===== src/rtl/multicycle_control.sv =====
// Control FSM for a multicycle MIPS-subset datapath with a shared instruction/data memory.
// Control outputs are decoded from the current state, with a handshake on MemReady.
module multicycle_control (
    input  logic       Clk,
    input  logic       Reset,
    input  logic [5:0] Op,
    input  logic [5:0] Funct,
    input  logic       Zero,
    input  logic       MemReady,
    output logic       IorD,
    output logic       MemWrite,
    output logic       IRWrite,
    output logic       RegDst,
    output logic       MemtoReg,
    output logic       RegWrite,
    output logic       ALUSrcA,
    output logic [1:0] ALUSrcB,
    output logic [1:0] PCSrc,
    output logic [2:0] ALUControl,
    output logic       PCEn,
    output logic       IllegalOp,
    output logic [3:0] State
);

    localparam int unsigned OP_W  = 6;
    localparam int unsigned ALU_W = 3;

    localparam logic [OP_W-1:0] OP_RTYPE = 6'b000000;
    localparam logic [OP_W-1:0] OP_LW    = 6'b100011;
    localparam logic [OP_W-1:0] OP_SW    = 6'b101011;
    localparam logic [OP_W-1:0] OP_BEQ   = 6'b000100;
    localparam logic [OP_W-1:0] OP_ADDI  = 6'b001000;
    localparam logic [OP_W-1:0] OP_J     = 6'b000010;

    localparam logic [OP_W-1:0] FN_ADD = 6'b100000;
    localparam logic [OP_W-1:0] FN_SUB = 6'b100010;
    localparam logic [OP_W-1:0] FN_AND = 6'b100100;
    localparam logic [OP_W-1:0] FN_OR  = 6'b100101;
    localparam logic [OP_W-1:0] FN_SLT = 6'b101010;

    localparam logic [ALU_W-1:0] ALU_AND = 3'b000;
    localparam logic [ALU_W-1:0] ALU_OR  = 3'b001;
    localparam logic [ALU_W-1:0] ALU_ADD = 3'b010;
    localparam logic [ALU_W-1:0] ALU_SUB = 3'b110;
    localparam logic [ALU_W-1:0] ALU_SLT = 3'b111;

    typedef enum logic [3:0] {
        FETCH   = 4'd0,
        DECODE  = 4'd1,
        MEMADR  = 4'd2,
        MEMRD   = 4'd3,
        MEMWB   = 4'd4,
        MEMWR   = 4'd5,
        EXECUTE = 4'd6,
        ALUWB   = 4'd7,
        BEQ     = 4'd8,
        ADDIEX  = 4'd9,
        ADDIWB  = 4'd10,
        JUMP    = 4'd11
    } state_t;

    typedef enum logic [1:0] {
        ALUOP_NONE,
        ALUOP_ADD,
        ALUOP_SUB,
        ALUOP_FUNCT
    } aluop_t;

    state_t           state_q;
    state_t           state_d;
    aluop_t           alu_op;
    logic             pc_write;
    logic             branch;
    logic             mem_write_raw;
    logic             reg_write_raw;
    logic             ir_write_raw;
    logic             illegal_raw;
    logic             funct_ok;
    logic [ALU_W-1:0] funct_ctl;

    always_ff @(posedge Clk) begin
        if (Reset) state_q <= FETCH;
        else       state_q <= state_d;
    end

    // R-type function decode; unknown functs yield no operation and are flagged illegal
    always_comb begin
        funct_ok  = 1'b1;
        funct_ctl = ALU_AND;
        case (Funct)
            FN_ADD:  funct_ctl = ALU_ADD;
            FN_SUB:  funct_ctl = ALU_SUB;
            FN_AND:  funct_ctl = ALU_AND;
            FN_OR:   funct_ctl = ALU_OR;
            FN_SLT:  funct_ctl = ALU_SLT;
            default: funct_ok  = 1'b0;
        endcase
    end

    always_comb begin
        state_d       = state_q;
        IorD          = 1'b0;
        mem_write_raw = 1'b0;
        ir_write_raw  = 1'b0;
        RegDst        = 1'b0;
        MemtoReg      = 1'b0;
        reg_write_raw = 1'b0;
        ALUSrcA       = 1'b0;
        ALUSrcB       = 2'b00;
        PCSrc         = 2'b00;
        alu_op        = ALUOP_NONE;
        pc_write      = 1'b0;
        branch        = 1'b0;
        illegal_raw   = 1'b0;
        case (state_q)
            FETCH: begin
                ALUSrcB = 2'b01;
                alu_op  = ALUOP_ADD;
                if (MemReady) begin
                    ir_write_raw = 1'b1;
                    pc_write     = 1'b1;
                    state_d      = DECODE;
                end
            end
            DECODE: begin
                ALUSrcB = 2'b11;
                alu_op  = ALUOP_ADD;
                case (Op)
                    OP_LW, OP_SW: state_d = MEMADR;
                    OP_RTYPE:     state_d = EXECUTE;
                    OP_BEQ:       state_d = BEQ;
                    OP_ADDI:      state_d = ADDIEX;
                    OP_J:         state_d = JUMP;
                    default: begin
                        illegal_raw = 1'b1;
                        state_d     = FETCH;
                    end
                endcase
            end
            MEMADR: begin
                ALUSrcA = 1'b1;
                ALUSrcB = 2'b10;
                alu_op  = ALUOP_ADD;
                state_d = (Op == OP_SW) ? MEMWR : MEMRD;
            end
            MEMRD: begin
                IorD = 1'b1;
                if (MemReady) state_d = MEMWB;
            end
            MEMWB: begin
                MemtoReg      = 1'b1;
                reg_write_raw = 1'b1;
                state_d       = FETCH;
            end
            MEMWR: begin
                IorD          = 1'b1;
                mem_write_raw = 1'b1;
                if (MemReady) state_d = FETCH;
            end
            EXECUTE: begin
                ALUSrcA = 1'b1;
                alu_op  = ALUOP_FUNCT;
                if (funct_ok) begin
                    state_d = ALUWB;
                end else begin
                    illegal_raw = 1'b1;
                    state_d     = FETCH;
                end
            end
            ALUWB: begin
                RegDst        = 1'b1;
                reg_write_raw = 1'b1;
                state_d       = FETCH;
            end
            BEQ: begin
                ALUSrcA = 1'b1;
                alu_op  = ALUOP_SUB;
                PCSrc   = 2'b01;
                branch  = 1'b1;
                state_d = FETCH;
            end
            ADDIEX: begin
                ALUSrcA = 1'b1;
                ALUSrcB = 2'b10;
                alu_op  = ALUOP_ADD;
                state_d = ADDIWB;
            end
            ADDIWB: begin
                reg_write_raw = 1'b1;
                state_d       = FETCH;
            end
            JUMP: begin
                PCSrc    = 2'b10;
                pc_write = 1'b1;
                state_d  = FETCH;
            end
            default: state_d = FETCH;
        endcase
    end

    always_comb begin
        ALUControl = ALU_AND;
        case (alu_op)
            ALUOP_ADD:   ALUControl = ALU_ADD;
            ALUOP_SUB:   ALUControl = ALU_SUB;
            ALUOP_FUNCT: ALUControl = funct_ctl;
            default:     ALUControl = ALU_AND;
        endcase
    end

    // Side-effecting strobes are suppressed for as long as reset is held
    assign MemWrite  = mem_write_raw & ~Reset;
    assign RegWrite  = reg_write_raw & ~Reset;
    assign IRWrite   = ir_write_raw  & ~Reset;
    assign IllegalOp = illegal_raw   & ~Reset;
    assign PCEn      = (pc_write | (branch & Zero)) & ~Reset;
    assign State     = state_q;

endmodule

===== config.mk =====
export PLATFORM = sky130hd
export DESIGN_NAME = multicycle_control
export DESIGN_NICKNAME = d
export VERILOG_FILES = /design/src/rtl/multicycle_control.sv
export SDC_FILE = /design/constraint.sdc
export NUM_CORES = 1
export LEC_CHECK = 0
export BUFFER_PORTS_ARGS = -buffer_cell sky130_fd_sc_hd__buf_4
export CAP_MARGIN = 25
export CORE_MARGIN = 2
export CORE_UTILIZATION = 30
export DETAILED_ROUTE_END_ITERATION = 12
export HOLD_SLACK_MARGIN = 0.15
export PLACE_DENSITY = 0.57
export REMOVE_ABC_BUFFERS = 1
export SETUP_SLACK_MARGIN = 0.4
export SLEW_MARGIN = 30
export SYNTH_ARGS = -nofsm -noshare
export SYNTH_HDL_FRONTEND = slang
export SYNTH_SLANG_ARGS = --single-unit

===== constraint.sdc =====
create_clock -name Clk -period 2.35 [get_ports Clk]
set_clock_uncertainty 0.05 [all_clocks]
set_input_delay 0.47 -clock Clk [delete_from_list [all_inputs] [get_ports Clk]]
set_output_delay 0.47 -clock Clk [all_outputs]
set_load 0.05 [all_outputs]

Word level (Yosys, flattened, before mapping)
Index checks and enable logic that the tools add are counted.
- equal/unequal tests: 27
- multiplexer cells: 26
- bitwise gates (word level): 8
- reductions and logical operators: 11
- operators with widths (cell ; count):
    6-bit == test (second input constant) ; 7
    4-bit case mux with 7 select lines ; 1
    4-bit case mux with 5 select lines ; 1
    4-bit by 3-bit == test with 1-bit output (second input constant) ; 4
    4-bit == test (second input constant) ; 4
    1-bit two-way mux ; 12
    4-bit two-way mux ; 3
    2-bit case mux with 3 select lines ; 2
    3-bit case mux with 4 select lines ; 1
    3-bit case mux with 3 select lines ; 1
    4-bit by 2-bit == test with 1-bit output (second input constant) ; 2
    4-bit OR reduction ; 2
    1-bit AND ; 6
    6-bit by 2-bit == test with 1-bit output (second input constant) ; 1
    6-bit by 3-bit == test with 1-bit output (second input constant) ; 1
    6-bit by 4-bit == test with 1-bit output (second input constant) ; 1
    6-bit logical NOT ; 1
    3-bit two-way mux ; 2
    2-bit != test (second input constant) ; 3
    2-bit OR reduction ; 3
    6-bit OR reduction ; 1
    5-bit OR reduction ; 1
    2-bit == test (second input constant) ; 2
    4-bit by 1-bit == test with 1-bit output (second input constant) ; 1
    other kinds (8) ; 9
- bits in registers: 4
- input bits: 16
- output and inout port bits: 20
- logic and storage cells: 73

Longest topological paths before layout
- depth after elaboration: 6
- mapped depth: 5
- mapped depth without buffers: 4

Worst setup path before layout
No wires, ideal clock.
- kind: register to output
- start point: register state_q[2], in the netlist State[2]
- end point: output IllegalOp
- data arrival time: 2.723 ns
- data required time: 1.830 ns
- path slack: -0.893 ns
- cell stages (with the launch flop): 4
- path buffers: 1
- cell sequence: dfxtp_1 > buf_2 > nand2_1 > o41ai_1
- longest elaborated chain between the ends: 3
- elaborated cells between the ends (all ways): 4
- classes of those cells: 2 x eq/ne; 1 x mux; 1 x bitwise
- ends and longest elaborated chain (element ; line ; source):
    from (decl) ; 69 ; state_t state_q;
    from (signal assigned) ; 83 ; else state_q <= state_d;
    4-bit by 3-bit == test with 1-bit output / 4-bit by 1-bit == test with 1-bit output (equally long branches) ; 115 ; case (state_q)
    1-bit case mux with 2 select lines * ; 115 ;
    1-bit AND * ; 215 ; assign IllegalOp = illegal_raw & ~Reset;
    to (decl) ; 21 ; output logic IllegalOp,
Every way passes the cells marked *; elsewhere a longest branch is shown, timed or not.

Worst setup path after layout
- start point: register state_q[3], in the netlist State[3]
- end point: output IllegalOp
The elaborated chain is that of the path after synthesis.

==> flow_summary.yaml <==
cts:
  cts_tree: "built"
  numCtsBuffers: 3
  cts.sink_count: 4
  cts_root_buf: "clkbuf_4"
  cts_hold_buffers: 0
  clk_pin_slew_ns: 0.04
  clock_latency_ns: 0.24
  cts.path.max_buffers: 2
  htreeDepth: 1
sta:
  finalSetupViolCount: 0
  setup_slack_ns: 0.392
  min_period_ns: 1.96
  whs_ns: 0.422
  fmax_mhz: 511
  slew_violations: 0
  max_slew_margin_pct: 75.9
  tns_ns: 0
  fin_crit_sh_pct: 83.3
  worst_pin_slew_ns: 0.359
  rsz0062_at_grt: "yes"
  hold_viol: 0
setup_path:
  slowest_stage: "dfxtp_4"
  slowest_delay_ns: 0.37
  crit_path_end_kind: "output port"
  rr_startpoint: "State[1]"
  path_max_fanout: 8
  start_kind: "flip-flop"
  required_ns: 1.83
  crit_arrival_ns: 1.44
  path_cells: "or2_4, o41ai_2, buf_4"
  cp-startpoint: "State[3]"
  crit_type: "flip-flop to output port"
floorplanning:
  die_y_um: 50.2
  die_w_um: 50.2
  die-area_mm2: 0.00252
  rows: 16
  fp.coreArea_mm2: 0.00198
  ios: 36
  initial_core_util_pct: 32.3
placed_design:
  post-place-cells: 154
  numPortBuffers: 35
  place_area_um2: 927
  dpl.hpwl_mm: 1.59
  place_ws_ns: 0.363
  routabilityCongestion: 0.809
layout:
  postLayoutCellArea_mm2: 0.00112
  largest_reg_flops: 4
  layout.cells.most_common_list: "buf_4 (45), nor3_1 (8), nand2_1 (7), nor2_1 (6), a21oi_1 (6)"
  diodes: 0
  fin_cells: 168
  nets: 159
  drive_gt1_share_pct: 50.4
  mostFrequentLayoutCell: "buf_4"
  final_util_pct: 56.7
  syn_to_final_growth_pct: 75.4
pwr:
  swShare_pct: 40.1
  power.internal_mw: 0.192
  combPwrFrac_pct: 49.3
  p_per_area_mw_per_mm2: 285
  clkPwrFrac_pct: 28.1
  switchingPower_mw: 0.128
  ir_drop_uv: 219
  seqPwrFrac_pct: 22.6
  finalPower_mw: 0.320
  p_leak_nw: 0.477
drt:
  wl_per_cell_um: 13.8
  num_vias: 907
  routed_wl_mm: 2.33
  ant_nets: 0
  dr.pass1.iters: 4
  route.detailed.drc: 0
  first_iter_violations: 40
  via_per_inst: 5.40
synthesis:
  ys_warn_count: 0
  ys.flop_type: "dfxtp_1"
  ys_types: 40
  synth-edff-count: 0
  syn-cell-area_um2: 641
  ys_ff_latch: 4
  async_flop_share_pct: 0
  synth_area_per_cell_um2: 6.74
  yosysSeqAreaShare_pct: 12.5
  synth_cells: 95
grt:
  overflow: 0
  grt_util_all_layers_pct: 18.2
  grt_pass1_vias: 811
  antenna_found_initial: 0
  grt_pass1_wl_mm: 3.59
  grt_max_degree: 18
hold_path:
  worstHoldPathType: "input port to flip-flop"
  worstHoldStart: "Reset"
status:
  status: "finished, final reports clean"
run:
  drv_cap: 0
==> final timing paths <==
check / to / slack, ns / depth (start not counted)
worst max-delay path: IllegalOp / 0.39 / 3
worst min-delay path: State[1] / 0.42 / 2
worst max register to register: State[2] / 0.88 / 5
worst min register to register: State[2] / 0.57 / 2
==> layer usage <==
metal  GRT usage, %  wire length (um)  up-vias
li1               -                 -      454
met2           30.9              1210       39
met1           22.0               905      412
met5              0                 0        -
met4           8.80                29        0
met3           2.98               181        2
==> worst max-delay path: cells and delay by family (launching register included) <==
family	cells	cell delay, ns
and+or+nand+nor	1	0.26
DFF	1	0.37
AOI/OAI and AO/OA	1	0.32
buffers and inverters	1	0.25
==> layout make-up <==
| cell class | count | area [um2] |
|---|---|---|
| multi-input cells | 81 | 567 |
| fillers | 193 | 858 |
| inverters | 3 | 11.3 |
| flip-flops and latches | 4 | 95.1 |
| well taps | 27 | 33.8 |
| repair buffers | 50 | 394 |
| clock buffers | 3 | 22.5 |
==> cell families after synthesis <==
kind of cell	synth area share (%)
and+or+nand+nor	47.5
AOI/OAI and AO/OA	26.2
buffers and inverters	8.01
DFF	12.5
xor gates and xnor gates	2.73
muxes	3.13
==> Yosys cell counts (2+ instances only) <==
| master | number | share of area (%) |
|---|---|---|
| buf_2 | 2 | 1.6 |
| nand4_1 | 4 | 3.9 |
| mux2i_1 | 2 | 3.1 |
| a31oi_1 | 5 | 4.9 |
| inv_1 | 3 | 1.8 |
| a21oi_1 | 6 | 4.7 |
| o21ai_0 | 4 | 3.1 |
| nand2b_1 | 5 | 4.9 |
| nand2_1 | 8 | 4.7 |
| nor3_1 | 9 | 7.0 |
| nor2_1 | 10 | 5.9 |
| dfxtp_1 | 4 | 13 |
| buf_4 | 3 | 3.5 |
| clkbuf_1 | 2 | 1.2 |
| nor2b_1 | 3 | 2.9 |
==> power by group through the flow <==
stage / registers [mW] / clock network (mW) / logic (mW)
2_1_floorplan: 0.0862 / 0 / 0.0649
3_3_place_gp: 0.0788 / 0 / 0.131
3_5_place_dp: 0.0794 / 0 / 0.132
4_1_cts: 0.0722 / 0.0895 / 0.150
5_1_grt: 0.0725 / 0.0968 / 0.168
6_report: 0.0723 / 0.0898 / 0.158
==> repair_timing <==
item,in CTS,in global routing
pin swaps,2,4
gates resized for setup,16,11
endpoints found under the setup margin,14,5
endpoints found under the hold margin,0,0
setup buffers,6,5
Power figures use the tool's default switching activity.
